## src/rtl/cpu_pkg.sv

```systemverilog
// Shared definitions for the 8-bit processor: default bus widths,
// fetch FSM state encoding and the opcode decode substitutes for an invalid IR.
package cpu_pkg;

    localparam int ADDR_W_DEF = 8;
    localparam int DATA_W_DEF = 8;

    typedef enum logic [1:0] {
        ST_BOOT  = 2'd0,
        ST_FETCH = 2'd1,
        ST_VALID = 2'd2
    } fetch_state_e;

    localparam logic [7:0] OP_NOP = 8'h00;

endpackage

```

## src/rtl/fetch_wait_counter.sv

```systemverilog
// Loadable 3-bit down-counter timing the instruction-memory access window.
// Saturates at zero; zero_o flags the capture cycle.
module fetch_wait_counter #(
    parameter logic [2:0] RESET_VAL = '0
) (
    input  logic       clk_i,
    input  logic       rst_ni,
    input  logic       load_i,
    input  logic [2:0] load_val_i,
    input  logic       dec_i,
    output logic       zero_o
);

    logic [2:0] cnt_q, cnt_d;

    always_comb begin
        cnt_d = cnt_q;
        if (load_i) begin
            cnt_d = load_val_i;
        end else if (dec_i && (cnt_q != '0)) begin
            cnt_d = cnt_q - 3'd1;
        end
    end

    always_ff @(posedge clk_i or negedge rst_ni) begin
        if (!rst_ni) begin
            cnt_q <= RESET_VAL;
        end else begin
            cnt_q <= cnt_d;
        end
    end

    assign zero_o = (cnt_q == '0);

endmodule

```

## src/rtl/fetch_unit.sv

```systemverilog
// Instruction-fetch stage: PC, fixed-latency memory wait, IR latch with
// valid/stall handshake to decode, and taken-branch redirect from execute.
module fetch_unit
    import cpu_pkg::*;
#(
    parameter int                ADDR_W      = ADDR_W_DEF,
    parameter int                DATA_W      = DATA_W_DEF,
    parameter logic [ADDR_W-1:0] RESET_PC    = '0,
    parameter int                WAIT_CYCLES = 2
) (
    input  logic              CLK,
    input  logic              RSTN,
    output logic [ADDR_W-1:0] ABUS,
    input  logic [DATA_W-1:0] DATABUS,
    input  logic              STALL,
    input  logic              BR_TAKEN,
    input  logic [ADDR_W-1:0] BR_TARGET,
    output logic [DATA_W-1:0] IR,
    output logic [ADDR_W-1:0] IR_PC,
    output logic              IR_VALID
);

    localparam logic [2:0] WAIT_LD = 3'(WAIT_CYCLES);

    fetch_state_e      state_q, state_d;
    logic [ADDR_W-1:0] pc_q, pc_d;
    logic [DATA_W-1:0] ir_q, ir_d;
    logic [ADDR_W-1:0] ir_pc_q, ir_pc_d;
    logic              ir_valid_q, ir_valid_d;
    logic              cnt_load, cnt_dec, cnt_zero;

    fetch_wait_counter #(
        .RESET_VAL(WAIT_LD)
    ) u_wait (
        .clk_i      (CLK),
        .rst_ni     (RSTN),
        .load_i     (cnt_load),
        .load_val_i (WAIT_LD),
        .dec_i      (cnt_dec),
        .zero_o     (cnt_zero)
    );

    always_comb begin
        state_d    = state_q;
        pc_d       = pc_q;
        ir_d       = ir_q;
        ir_pc_d    = ir_pc_q;
        ir_valid_d = ir_valid_q;
        cnt_load   = 1'b0;
        cnt_dec    = 1'b0;

        // A redirect outranks both capture and stall; IR/IR_PC are left stale.
        if (state_q != ST_BOOT && BR_TAKEN) begin
            pc_d       = BR_TARGET;
            ir_valid_d = 1'b0;
            cnt_load   = 1'b1;
            state_d    = ST_FETCH;
        end else begin
            unique case (state_q)
                ST_BOOT: begin
                    cnt_load = 1'b1;
                    state_d  = ST_FETCH;
                end
                ST_FETCH: begin
                    if (cnt_zero) begin
                        ir_d       = DATABUS;
                        ir_pc_d    = pc_q;
                        ir_valid_d = 1'b1;
                        state_d    = ST_VALID;
                    end else begin
                        cnt_dec = 1'b1;
                    end
                end
                ST_VALID: begin
                    if (!STALL) begin
                        pc_d       = pc_q + ADDR_W'(1);
                        ir_valid_d = 1'b0;
                        cnt_load   = 1'b1;
                        state_d    = ST_FETCH;
                    end
                end
                default: state_d = ST_BOOT;
            endcase
        end
    end

    always_ff @(posedge CLK or negedge RSTN) begin
        if (!RSTN) begin
            state_q    <= ST_BOOT;
            pc_q       <= RESET_PC;
            ir_q       <= '0;
            ir_pc_q    <= '0;
            ir_valid_q <= 1'b0;
        end else begin
            state_q    <= state_d;
            pc_q       <= pc_d;
            ir_q       <= ir_d;
            ir_pc_q    <= ir_pc_d;
            ir_valid_q <= ir_valid_d;
        end
    end

    assign ABUS     = pc_q;
    assign IR       = ir_q;
    assign IR_PC    = ir_pc_q;
    assign IR_VALID = ir_valid_q;

endmodule

```

## config.mk

```make
export PLATFORM = sky130hd
export DESIGN_NAME = fetch_unit
export DESIGN_NICKNAME = d
export VERILOG_FILES = /design/src/rtl/cpu_pkg.sv /design/src/rtl/fetch_wait_counter.sv /design/src/rtl/fetch_unit.sv
export SDC_FILE = /design/constraint.sdc
export NUM_CORES = 1
export LEC_CHECK = 0
export CAP_MARGIN = 20
export CORE_AREA = 2 2 74 76
export CTS_CLUSTER_DIAMETER = 30
export CTS_CLUSTER_SIZE = 12
export DETAILED_ROUTE_END_ITERATION = 6
export DIE_AREA = 0 0 76 78
export HOLD_SLACK_MARGIN = 0.02
export PLACE_DENSITY_LB_ADDON = 0.15
export SETUP_SLACK_MARGIN = 0.2
export SYNTH_ARGS = -nofsm -noshare
export SYNTH_HDL_FRONTEND = slang
export SYNTH_SLANG_ARGS = --single-unit
```

## constraint.sdc

```tcl
create_clock -name CLK -period 2.01 [get_ports CLK]
set_input_delay 0.402 -clock CLK [delete_from_list [all_inputs] [get_ports CLK]]
set_output_delay 0.402 -clock CLK [all_outputs]
set_load 0.1 [all_outputs]
```

# ---- Word level (Yosys, flattened, before mapping)
# Cells that the tools add are included.
dict set report totals {
  elab_cells 46
  ff_bits 30
  out_inout_bits 25
  input_bits 20
}
dict set report classes {
  n_eq_ne 5
  n_mux 19
  n_reduce_logical 13
  bitwise_logic 1
  addsub 2
}
# operator n
set ops {}
lappend ops {{$mux 8} 3}
lappend ops {{$add 8x1->8 const B} 1}
lappend ops {{$mux 1} 8}
lappend ops {{$mux 2} 3}
lappend ops {{$mux 3} 2}
lappend ops {{$ne 3x3->1 const B} 2}
lappend ops {{$pmux 2 s3} 1}
lappend ops {{$reduce_and 3->1} 2}
lappend ops {{$reduce_bool 2->1} 3}
lappend ops {{$reduce_bool 3->1} 2}
lappend ops {{$pmux 1 s2} 2}
lappend ops {{$reduce_and 2->1} 2}
lappend ops {{$logic_not 3->1} 1}
lappend ops {{$sub 3x1->3 const B} 1}
lappend ops {{$eq 2x1->1 const B} 1}
lappend ops {{$eq 2x2->1 const B} 1}
lappend ops {{$logic_and 1x1->1} 2}
lappend ops {{$logic_not 2->1} 1}
lappend ops {{$ne 2x1->1 const B} 1}
lappend ops {{$not 1->1} 1}

# ---- Longest topological paths before layout
dict set report logic_depth {
  ltp_word 7
  ltp_mapped 6
  ltp_nobuf 6
}

# ---- Modules after synthesis
# Synthesis repeated with hierarchy kept, for this count alone.
dict set report unflattened {
  cells_unflattened 129
  area_unflattened_um2 1532.7
}
# module seq_area_each_um2 area_per_inst_um2 n_inst cells_each
set by_module_without_submodules {}
lappend by_module_without_submodules {fetch_unit 675.6 1341.3 1 110}
lappend by_module_without_submodules {fetch_wait_counter 76.3 191.4 1 19}

# ---- Worst setup path after synthesis
# Ideal clock, no wire load.
dict set report synth_path {
  kind {register to register}
  from {reg pc_q[0], in the netlist ABUS[0]}
  to {reg pc_q[6], in the netlist ABUS[6]}
  n_path_buf 0
  setup_ns 0.080
  path_stages_with_launch 6
  required_ns 1.930
  slack_ns 0.053
  period_less_slack_ns 1.957
  arrival_time_ns 1.877
  path_cell_list {dfrtp_1 ha_1 and3_1 nand3_1 a21oi_2 a2bb2oi_1}
}
dict set report synth_between {
  elab_chain_len 4
}
# item line
set synth_lines {}
lappend synth_lines {{start, declared} fetch_unit.sv:26} ;# logic [ADDR_W-1:0] pc_q, pc_d;
lappend synth_lines {{start signal, assigned} fetch_unit.sv:96} ;# pc_q <= pc_d;
lappend synth_lines {{$add 8x1->8} fetch_unit.sv:76} ;# pc_d = pc_q + ADDR_W'(1);
lappend synth_lines {{$mux 8} fetch_unit.sv:75} ;# if (!STALL) begin
lappend synth_lines {{$mux 8} fetch_unit.sv:59} ;# unique case (state_q)
lappend synth_lines {{$mux 8} fetch_unit.sv:53} ;# if (state_q != ST_BOOT && BR_TAKEN) begin
# Every way passes these cells. The select of a mux whose other input is x is not followed.
# A chain may end at the register's enable or synchronous reset.

# ---- Worst setup path in the final report
dict set report layout_path {
  from {in BR_TAKEN}
  to {reg pc_q[0], in the netlist ABUS[0]}
}
dict set report layout_between {
  elab_chain_len 3
  elab_cells_between_ends 5
  classes_between {eq/ne: 1; mux: 1; reduce/logical: 3}
}
# item line
set layout_lines {}
lappend layout_lines {{start, declared} fetch_unit.sv:16} ;# input logic BR_TAKEN,
lappend layout_lines {{$logic_and 1x1->1 (*)} fetch_unit.sv:53}
lappend layout_lines {{$ne 2x1->1 (no line) / $reduce_bool 2->1 (equally long branches)} --}
lappend layout_lines {{$reduce_and 2->1 (no line)} --}
# Mark *: on every way between the ends. The rest lies on a longest branch, timed or not.

==> flow_summary_export.csv <==
group,metric,value,unit
clocking,clk_latency,0.28,ns
floorplan,dieArea,0.00593,mm2
finish,area_delta_synth_final,40.9,%
floorplan,rows,26,
finish,multi_input_area,668,um2
finish,final_cells,245,
synth,synth_top_cell_area_share,0.491,
timing,skew,0.00500,ns
timing,setup_ws,0.343,ns
route,top_layer,"met4",
setup_path,start_kind,"primary input",
timing,slew_violations,0,
timing,tightestPinTransition,0.392,ns
setup_path,path_class,"primary input to flip-flop",
route,drt_pass1_iterations,4,
grt,grt_pass1_wl,5630,um
floorplan,io_pins,45,
setup_path,required,2.17,ns
clocking,cts_hold_buf,0,
placed_design,dpl_worst_slack,0.0468,ns
clocking,cts_buffers,5,
clocking,cts_tree,"yes",
route,viasPerCell,4.57,
synth,synthDistinctLibCells,41,
synth,syn_area_per_cell,11.9,um2
placed_design,place_congestion,0.828,
synth,yosysSeqAreaShare,0.509,
timing,fin_crit,1.67,ns
route,drt-initial-drc-count,72,
synth,synth-edff-count,0,
floorplan,die_w,76,um
timing,fin_hold_ws,0.493,ns
timing,setup_viol,0,
synth,synth_top_area_cell,"dfrtp_1",
finish,layout_common_cells,"buf_4 (27), dfrtp_1 (25), clkdlybuf4s50_1 (19)",
setup_path,max_stage_delay,0.59,ns
timing,rsz0062_at_grt,"no",
setup_path,crit_arrival,1.82,ns
route,ant_nets,0,
grt,antenna_found_initial,0,
timing,period_share,0.829,
route,route.met3.wl,177,um
timing,tns,0,ns
finish,num-nets-final,197,
route,vias,1120,
floorplan,dieHeight,78,um
clocking,postCtsSetupBuffers,0,
finish,diodes,0,
synth,syn_nets,147,
route,met2_length,1530,um
timing,timing.fmax,600,MHz
route,wire_per_inst,13.1,um
setup_path,critPathSlowestCell,"clkdlybuf4s50_1",
placed_design,dp.final_hpwl,2350,um
timing,finalHoldViolCount,0,
route,m1WireLength,1460,um
grt,grt-ovfl-total,0,
clocking,htree_levels,2,
setup_path,crit_chain,"clkdlybuf4s50_1 -> o21ba_4 -> or2_1 -> a22oi_1 -> o31ai_1",
finish,drive_gt1_frac,0.337,
clocking,clkTransAtPathRegs,0.07,ns
synth,yosys_most_used_dff,"dfrtp_1",
worst_hold_path,min_path_type,"flip-flop to flip-flop",
run,maxCapViolCount,0,
timing,slew_headroom,0.739,
clocking,clock_path_buffers,2,
clocking,cts_resized,0,
placed_design,dp_cells,237,
grt,grt_max_degree,31,
clocking,cts_sinks,30,
synth,ys_ff_latch,30,
clocking,cts-root-buf,"clkbuf_8",
floorplan,core-area,0.00504,mm2
synth,synth_area,0.00148,mm2
synth,synthCells,124,
finish,regArea,757,um2
synth,synthTopCellsByArea,"dfrtp_1 (49%), mux2_4 (10%), mux2_1 (4.6%), nand2_1 (2.8%), ha_1 (2.5%)",
route,finalWirelength,3200,um
setup_path,cp-end-kind,"flip-flop",
run_status,status,"completed",
placed_design,portBuffers,44,
grt,grt_pass1_vias,1139,
route,drc,0,
synth,yosysWarnings,0,
setup_path,path_max_fanout,6,
synth,async_flop_share,1.00,
finish,final_common_cell,"buf_4",
finish,n_fill_cell,503,
floorplan,initial_core_util,0.293,
grt,track_usage,0.120,
==> logic make-up (layout without fill, tap and decap cells) <==
logic type / count (synthesis) / after routing / synth area share
AO/OA/AOI/OAI: 29 / 29 / 0.130
XOR/XNOR: 2 / 2 / 0.0119
adder cells (fa/ha/maj): 3 / 3 / 0.0254
buffers and inverters: 8 / 59 / 0.0389
flip-flops: 30 / 30 / 0.509
multiplexers: 17 / 17 / 0.154
AND/OR/NAND/NOR: 35 / 35 / 0.130
==> worst max-delay path: cells and delay by family <==
kind / cells / cell delay, ns
compound gates: 3 / 0.51
buf+inv: 1 / 0.59
simple gates: 1 / 0.32
==> synthesized netlist by cell type (2+ instances only) <==
master	number
buf_6	3
nor2_1	5
dfrtp_1	29
o21ai_0	4
inv_1	2
mux2_1	6
nor3_1	2
ha_1	3
a21oi_1	7
a2bb2oi_1	2
nand3_1	5
mux2_4	10
o22ai_1	2
a21oi_2	2
nand2b_1	2
o21ai_1	4
nand2_1	11
nand3b_1	2
==> path summary, 6_finish.rpt <==
check | start | end | slack (ns) | cells past startpoint
worst max-delay path | BR_TAKEN | ABUS[0] | 0.34 | 5
min in group asynchronous | RSTN | IR[3] | 0.51 | 2
max in group asynchronous | RSTN | u_wait.cnt_q[1] | 1.17 | 2
worst min-delay path | IR_PC[4] | IR_PC[4] | 0.49 | 1
worst min register to register | IR_PC[4] | IR_PC[4] | 0.49 | 1
worst max register to register | u_wait.cnt_q[1] | IR_PC[5] | 0.39 | 6
==> layout make-up <==
class	instances	share of cell area
clock buffer	5	0.0331
clock inverter	3	0.0192
inverter	2	0.00361
multi-input combinational	86	0.321
sequential	30	0.364
tap	70	0.0421
timing repair buffer	49	0.218
==> stage by stage <==
stage | utilization | cell area (um2)
after detailed placement | 0.391 | 1970
final | 0.413 | 2080
after CTS | 0.413 | 2080
after floorplan | - | 1480
after global placement | 0.391 | 1970
after global routing | 0.413 | 2080
==> state kept, by name, indices dropped and copies added (netlist names) <==
register / count
IR_VALID: 1
ABUS: 8
state_q: 2
u_wait.cnt_q: 3
IR: 8
IR_PC: 8
==> layer usage <==
layer | GRT usage | vias up
li1 | - | 543
met1 | 0.152 | 537
met2 | 0.197 | 36
met3 | 0.0337 | 4
met4 | 0.0436 | 0
met5 | 0 | -
Power is not shown: default switching activity piles up to over one toggle a cycle in this logic, so the estimate is an artifact.
